===== src/rtl/mem_arbiter.sv =====
`default_nettype none
// ============================================================================
// Module   : mem_arbiter
// Purpose  : Two-requester (loader / CPU) arbiter for an asynchronous SRAM.
//            Every access runs IDLE -> SETUP -> STROBE -> HOLD -> DONE, one
//            cycle per state, so one access completes every five cycles.
//            Address, data and access type are latched at grant time, which
//            isolates the SRAM cycle from later requester input changes.
// Options  : MEM_ARB_RR_EN - when defined, simultaneous requests alternate
//            between loader and CPU (round-robin). When undefined, the loader
//            always wins simultaneous requests.
// Revision : 1.0 - initial release
// ============================================================================
module mem_arbiter #(
    parameter int ADR_WIDTH = 21
) (
    input  logic                 clk,
    input  logic                 reset,
    // loader port (writes only)
    input  logic                 ld_req,
    input  logic [ADR_WIDTH-1:0] ld_adr,
    input  logic [7:0]           ld_data,
    output logic                 ld_ack,
    // CPU port
    input  logic                 cpu_req,
    input  logic [ADR_WIDTH-1:0] cpu_adr,
    input  logic                 cpu_write,
    input  logic [7:0]           cpu_wdata,
    output logic [7:0]           cpu_rdata,
    output logic                 cpu_ack,
    // SRAM side
    output logic [ADR_WIDTH-1:0] mem_adr,
    output logic [7:0]           mem_dout,
    input  logic [7:0]           mem_din,
    output logic                 mem_drive,
    output logic                 mem_oe,
    output logic                 mem_we
);

    typedef enum logic [2:0] {
        ST_IDLE   = 3'd0,
        ST_SETUP  = 3'd1,
        ST_STROBE = 3'd2,
        ST_HOLD   = 3'd3,
        ST_DONE   = 3'd4
    } state_t;

    state_t                r_state;
    state_t                w_state_nxt;

    logic                  r_write;      // latched access type of the granted access
    logic                  r_grant_cpu;  // 1: CPU owns the current access, 0: loader
    logic [ADR_WIDTH-1:0]  r_mem_adr;
    logic [7:0]            r_mem_dout;
    logic [7:0]            r_cpu_rdata;

    logic                  w_any_req;
    logic                  w_grant_cpu;
    logic                  w_start;

    logic                  w_mem_drive;
    logic                  w_mem_oe;
    logic                  w_mem_we;
    logic                  w_ld_ack;
    logic                  w_cpu_ack;

    assign w_any_req = ld_req | cpu_req;
    assign w_start   = (r_state == ST_IDLE) && w_any_req;

`ifdef MEM_ARB_RR_EN
    // Remembers who was granted last; resets to CPU so the loader wins the first tie.
    logic r_last_cpu;

    // Last-grant register, updated on every grant.
    always_ff @(posedge clk) begin
        if (reset) begin
            r_last_cpu <= 1'b1;
        end else if (w_start) begin
            r_last_cpu <= w_grant_cpu;
        end
    end

    // On a tie the requester that was not granted last wins.
    assign w_grant_cpu = cpu_req && (!ld_req || !r_last_cpu);
`else
    // Fixed priority: the loader wins every tie.
    assign w_grant_cpu = cpu_req && !ld_req;
`endif

    // State register.
    always_ff @(posedge clk) begin
        if (reset) begin
            r_state <= ST_IDLE;
        end else begin
            r_state <= w_state_nxt;
        end
    end

    // Next-state and SRAM strobe / ack decode from the registered state.
    always_comb begin
        w_state_nxt = r_state;
        w_mem_drive = 1'b0;
        w_mem_oe    = 1'b0;
        w_mem_we    = 1'b0;
        w_ld_ack    = 1'b0;
        w_cpu_ack   = 1'b0;
        case (r_state)
            ST_IDLE: begin
                if (w_any_req) begin
                    w_state_nxt = ST_SETUP;
                end
            end
            ST_SETUP: begin
                w_state_nxt = ST_STROBE;
                w_mem_drive = r_write;
            end
            ST_STROBE: begin
                w_state_nxt = ST_HOLD;
                w_mem_drive = r_write;
                w_mem_we    = r_write;
                w_mem_oe    = !r_write;
            end
            ST_HOLD: begin
                w_state_nxt = ST_DONE;
                w_mem_drive = r_write;
                w_mem_oe    = !r_write;
            end
            ST_DONE: begin
                w_state_nxt = ST_IDLE;
                w_ld_ack    = !r_grant_cpu;
                w_cpu_ack   = r_grant_cpu;
            end
            default: begin
                w_state_nxt = ST_IDLE;
            end
        endcase
    end

    // Latch the granted requester's address, data and type; they stay frozen
    // until the next grant so the whole SRAM cycle sees stable values.
    always_ff @(posedge clk) begin
        if (reset) begin
            r_mem_adr   <= '0;
            r_mem_dout  <= '0;
            r_write     <= 1'b0;
            r_grant_cpu <= 1'b0;
        end else if (w_start) begin
            r_grant_cpu <= w_grant_cpu;
            if (w_grant_cpu) begin
                r_mem_adr  <= cpu_adr;
                r_mem_dout <= cpu_wdata;
                r_write    <= cpu_write;
            end else begin
                r_mem_adr  <= ld_adr;
                r_mem_dout <= ld_data;
                r_write    <= 1'b1;
            end
        end
    end

    // Capture read data at the edge ending HOLD; held until the next CPU read.
    always_ff @(posedge clk) begin
        if (reset) begin
            r_cpu_rdata <= '0;
        end else if ((r_state == ST_HOLD) && r_grant_cpu && !r_write) begin
            r_cpu_rdata <= mem_din;
        end
    end

    assign mem_adr   = r_mem_adr;
    assign mem_dout  = r_mem_dout;
    assign mem_drive = w_mem_drive;
    assign mem_oe    = w_mem_oe;
    assign mem_we    = w_mem_we;
    assign ld_ack    = w_ld_ack;
    assign cpu_ack   = w_cpu_ack;
    assign cpu_rdata = r_cpu_rdata;

endmodule
`default_nettype wire


===== config.mk =====
export PLATFORM = sky130hd
export DESIGN_NAME = mem_arbiter
export DESIGN_NICKNAME = d
export VERILOG_FILES = /design/src/rtl/mem_arbiter.sv
export SDC_FILE = /design/constraint.sdc
export NUM_CORES = 1
export LEC_CHECK = 0
export ABC_AREA = 0
export CORE_UTILIZATION = 35
export CTS_BUF_LIST = sky130_fd_sc_hd__clkbuf_16
export DETAILED_ROUTE_END_ITERATION = 12
export PLACE_DENSITY = 0.81
export SETUP_SLACK_MARGIN = 0.3
export SLEW_MARGIN = 10
export SYNTH_ARGS = -nofsm -noshare
export SYNTH_HDL_FRONTEND = slang
export SYNTH_SLANG_ARGS = --single-unit

===== constraint.sdc =====
create_clock -name clk -period 1.3 [get_ports clk]
set_input_delay 0.26 -clock clk [delete_from_list [all_inputs] [get_ports clk]]
set_output_delay 0.26 -clock clk [all_outputs]
set_load 0.005 [all_outputs]

**Word level (Yosys, flattened, before mapping)**

Cells that the tools add are included.

- Memories kept: 0
- Input bits: 71
- Latch bits: 0
- Bits in writable memories: 0
- Output and inout bits: 42
- Register bits: 42
- Bits in read-only memories: 0
- Word-level logic and storage cells: 32

- Eq/ne operators: 5
- Order comparisons: 0
- Shift-type cells: 0
- $add $sub $neg: 0
- Divide/modulo/power cells: 0
- Reductions and logical operators: 10
- Bitwise logic cells: 1
- $mul: 0
- Muxes and demuxes: 10

Operators by type and width:

| operator | count |
|---|---|
| $mux 21 | 1 |
| $pmux 3 s4 | 1 |
| $mux 8 | 1 |
| $eq 3x2->1 const B | 2 |
| $mux 1 | 6 |
| $logic_and 1x1->1 | 4 |
| $eq 3x1->1 const B | 1 |
| $eq 3x3->1 const B | 1 |
| $logic_not 1->1 | 3 |
| $logic_not 3->1 | 1 |
| $mux 3 | 1 |
| $reduce_or 3->1 | 1 |
| $ne 2x2->1 const B | 1 |
| $reduce_or 2->1 | 1 |
| $or 1x1->1 | 1 |

**Longest topological paths before layout**

- Word-level depth: 3
- Mapped depth: 6
- Depth with buffers taken out: 3

**Worst setup path before layout**

No wires, ideal clock.

- Kind: register to register
- Start point: register r_state[2]
- End point: register r_mem_adr[20] (netlist: mem_adr[20])
- Data arrival time: 1.205 ns
- Library setup time: 0.133 ns
- Path buffers: 3
- Cell stages (with the launch flop): 7
- Slack: -0.039 ns
- Clock period less this slack: 1.339 ns
- Cells stage by stage: dfxtp_1 -> buf_2 -> nor3_4 -> and2_4 -> buf_6 -> buf_6 -> a211oi_2

- Cells in the longest elaborated chain, start to end: 2

RTL lines:

| item | RTL line | text |
|---|---|---|
| from (decl) | 48 | `state_t r_state;` |
| from (signal assigned) | 95 | `r_state <= w_state_nxt;` |
| $logic_not 3->1 | 68 | `assign w_start = (r_state == ST_IDLE) && w_any_req;` |
| $logic_and 1x1->1 | 68 |  |
| to (signal assigned) | 150 | `r_mem_adr <= cpu_adr;` |
| to (signal assigned) | 154 | `r_mem_adr <= ld_adr;` |
| to (decl) | 53 | `logic [ADR_WIDTH-1:0] r_mem_adr;` |

No other way between the ends.
A chain may end at the register's enable or synchronous reset.

**Worst setup path after layout**

- Start point: register r_state[2]
- End point: register r_mem_adr[13] (netlist: mem_adr[13])

Same word-level chain as after synthesis.

==> out/metrics.yaml <==
logic_synthesis:
  synth.most_common_cell: "dfxtp_1"
  ys_seq_area_share_pct: 41.87
  synth_warnings: 0
  synth_nets: 269
  synthesis.area_um2: 2008
  ys_seq_elements: 42
  synth-edff-count: 0
  synthArstFlopShare_pct: 0
  synth_ff_type: "dfxtp_1"
  syn_inst: 198
  synth.avg_cell_area_um2: 10.14
  ys_types: 26
  synth_common_cells: "dfxtp_1 (42), mux2i_1 (37), a21oi_1 (31)"
  synth_top_area_cell: "dfxtp_1"
  synth_top_area_share_pct: 41.87
  synth_area_leaders: "dfxtp_1 (42%), mux2i_1 (18%), a21oi_1 (7.7%)"
worst_setup_path:
  cp_slowest_cell: "dfxtp_4"
  reg2reg_to: "mem_adr[13]"
  crit_path_frequent_cell: "buf_6"
  critPathLaunchType: "flop"
  r2r_slack_ns: -0.08
  max_stage_delay_ns: 0.37
  cp.arrival_ns: 1.54
  path_cells: "buf_6 -> nor3_4 -> buf_6 -> buf_4 -> and2_4 -> a211oi_2"
  reg2reg_from: "r_state[2]"
  cp_max_fo: 7
  path_class: "reg2reg"
  end_kind: "flop"
  reg2reg_depth: 6
  worst_ep_required_time_ns: 1.45
power:
  switching_share_pct: 28.20
  p_per_area_nw_per_um2: 1123
  p_int_mw: 2.974
  p_seq_share_pct: 38.1
  power.switching_mw: 1.168
  pwr-share-clk_pct: 27.4
  p_comb_share_pct: 34.5
  ir_worst_vdd_v: 0.0006148
  p_leak_nw: 1.495
placed_design:
  gp_congestion: 0.7139
  dp_hpwl_um: 3883
  dp_cells: 373
  portBuffers: 112
cts:
  clock_path_buffers: 2
  cts_made_buffers: 5
  hold_buffers: 0
  cts_tree: "done"
  clock_tree.root_cell: "clkbuf_16"
  clk_pin_slew_ns: 0.06
  cts.sinks: 42
  clk_latency_ns: 0.27
  htree_levels: 2
floorplanning:
  rows: 27
  die-area_um2: 6044
  core_um2: 5507
  start_util_pct: 36.47
  io_pins: 113
  die_x_um: 77.75
  die_h_um: 77.75
global_route:
  antenna_found_initial: 0
  grtUsageTotal_pct: 21.17
  grt_pass1_wl_um: 10120
  grt_max_degree: 26
  overflow: 0
  grt_pass1_vias: 2106
run:
  maxCapViolCount: 0
layout:
  area.growth.synth_to_final_pct: 83.68
  finalNonFillerCells: 407
  layout.nets: 406
  antenna_cells: 0
  drive_gt1_share_pct: 52.54
sta:
  min_period_ns: 1.385
  worst_pin_slew_ns: 0.2331
  hold_viol_final: 0
  slew_headroom_pct: 84.02
  setup_viol: 32
  setup_slack_ns: -0.08459
  fin_crit_sh_pct: 106.5
  drv_slew: 0
  hold_ws_ns: 0.2720
  rsz0062_at_grt: "true"
  fmax_mhz: 722.2
  skew_ns: 0.003457
routing:
  ant_nets: 0
  drc: 0
  via_per_inst: 5.029
  drt-pass1-iter-count: 4
  drt-total-wl_um: 6228
  via_count: 2047
  routedWlPerCell_um: 15.30
  drtIter0Drc: 85
worst_hold_path:
  holdCritStartpoint: "ld_req"
  min_delay_path_depth: 2
  min_delay_worst_endpoint: "r_grant_cpu"
  min_path_type: "in2reg"
status:
  run_status: "finished, violations left"
  violations: "negative setup slack"
## what timing repair did
| action | 4_1_cts | 5_1_grt |
|---|---|---|
| endpoints found under the setup margin | 82 | 49 |
| hold endpoints to repair | 0 | 0 |
| resized for setup | 253 | 27 |
| cloned | 7 | 0 |
| buffers inserted | 17 | 3 |
| pin swaps | 25 | 13 |
## sequential cells by signal, summed over array words and instances (netlist names)
signal	count
mem_dout	8
cpu_rdata	8
r_grant_cpu	1
mem_adr	21
r_state	3
r_write	1
## metal layers
layer	vias up	wire length [um]	global-route usage, %
met5	-	0	0
met4	0	13	3.396
met3	2	342	4.235
met2	78	3224	38.94
met1	967	2648	25.58
li1	1000	-	-
## final cells by class
class / count / area [um^2]
clock buffers: 5 / 125.1
multi-input cells: 135 / 1225
clock inverters: 2 / 7.507
repair buffers: 150 / 1336
inverters: 1 / 3.754
well taps: 72 / 90.09
fillers: 442 / 1818
flip-flops and latches: 42 / 900.9
## power by group through the flow
stage / logic [mW] / registers, mW / clock network, mW
6_report: 1.43 / 1.58 / 1.14
5_1_grt: 1.53 / 1.60 / 1.22
4_1_cts: 1.34 / 1.56 / 1.15
3_5_place_dp: 1.15 / 1.56 / 0
3_3_place_gp: 1.12 / 1.55 / 0
2_1_floorplan: 0.566 / 1.56 / 0
## worst max path at each step
stage / cells past startpoint / slack [ns] / endpoint / start
6_report: 6 / -0.08 / mem_adr[13] / r_state[2]
5_1_grt: 5 / -0.13 / ld_ack / r_state[0]
4_1_cts: 5 / -0.06 / ld_ack / r_state[1]
3_5_place_dp: 4 / -0.40 / mem_dout[7] / ld_req
3_3_place_gp: 5 / -0.38 / mem_dout[1] / cpu_req
2_1_floorplan: 6 / 0.01 / mem_adr[20] / r_state[1]
## per-stage QoR
stage / util, % / cell area, um^2 / worst slack, ns / power [mW] / setup TNS [ns]
global route: 66.98 / 3689 / -0.1321 / 4.348 / -2.776
CTS: 65.05 / 3582 / -0.06246 / 4.057 / -0.8277
detailed placement: 58.76 / 3236 / -0.3959 / 2.703 / -12.01
finish: 66.98 / 3689 / -0.08459 / 4.143 / -1.290
floorplan: - / 2047 / 0.01048 / 2.122 / 0
global placement: 58.76 / 3236 / -0.3798 / 2.672 / -11.22
## critical path, delay by kind of cell, from the launching register on
kind            cells  cell delay, ns
buf+inv             3            0.41
compound gates      1            0.08
simple gates        2            0.40
flops               1            0.37
## cell usage in the layout, fill, tap and decap left out, types with 2 or more instances in the layout
cell type / count
a211oi_1: 11
a211oi_2: 19
a21oi_1: 15
a21oi_2: 13
a21oi_4: 3
and2_4: 4
buf_12: 4
buf_2: 39
buf_4: 21
buf_6: 12
buf_8: 4
clkbuf_16: 5
clkbuf_2: 2
clkdlybuf4s50_1: 67
dfxtp_1: 2
dfxtp_2: 36
dfxtp_4: 4
inv_1: 3
mux2i_1: 37
nand2b_1: 16
nor2_1: 2
nor3b_2: 2
## logic make-up after synthesis
| family | count (synthesis) | synth area share [%] |
|---|---|---|
| AOI/OAI and AO/OA | 62 | 21.87 |
| DFF | 42 | 41.87 |
| muxes | 37 | 18.44 |
| and+or+nand+nor | 32 | 10.53 |
| buffers and inverters | 24 | 6.853 |
| xor gates and xnor gates | 1 | 0.4362 |
No activity file was read; power rests on OpenSTA's default activity.
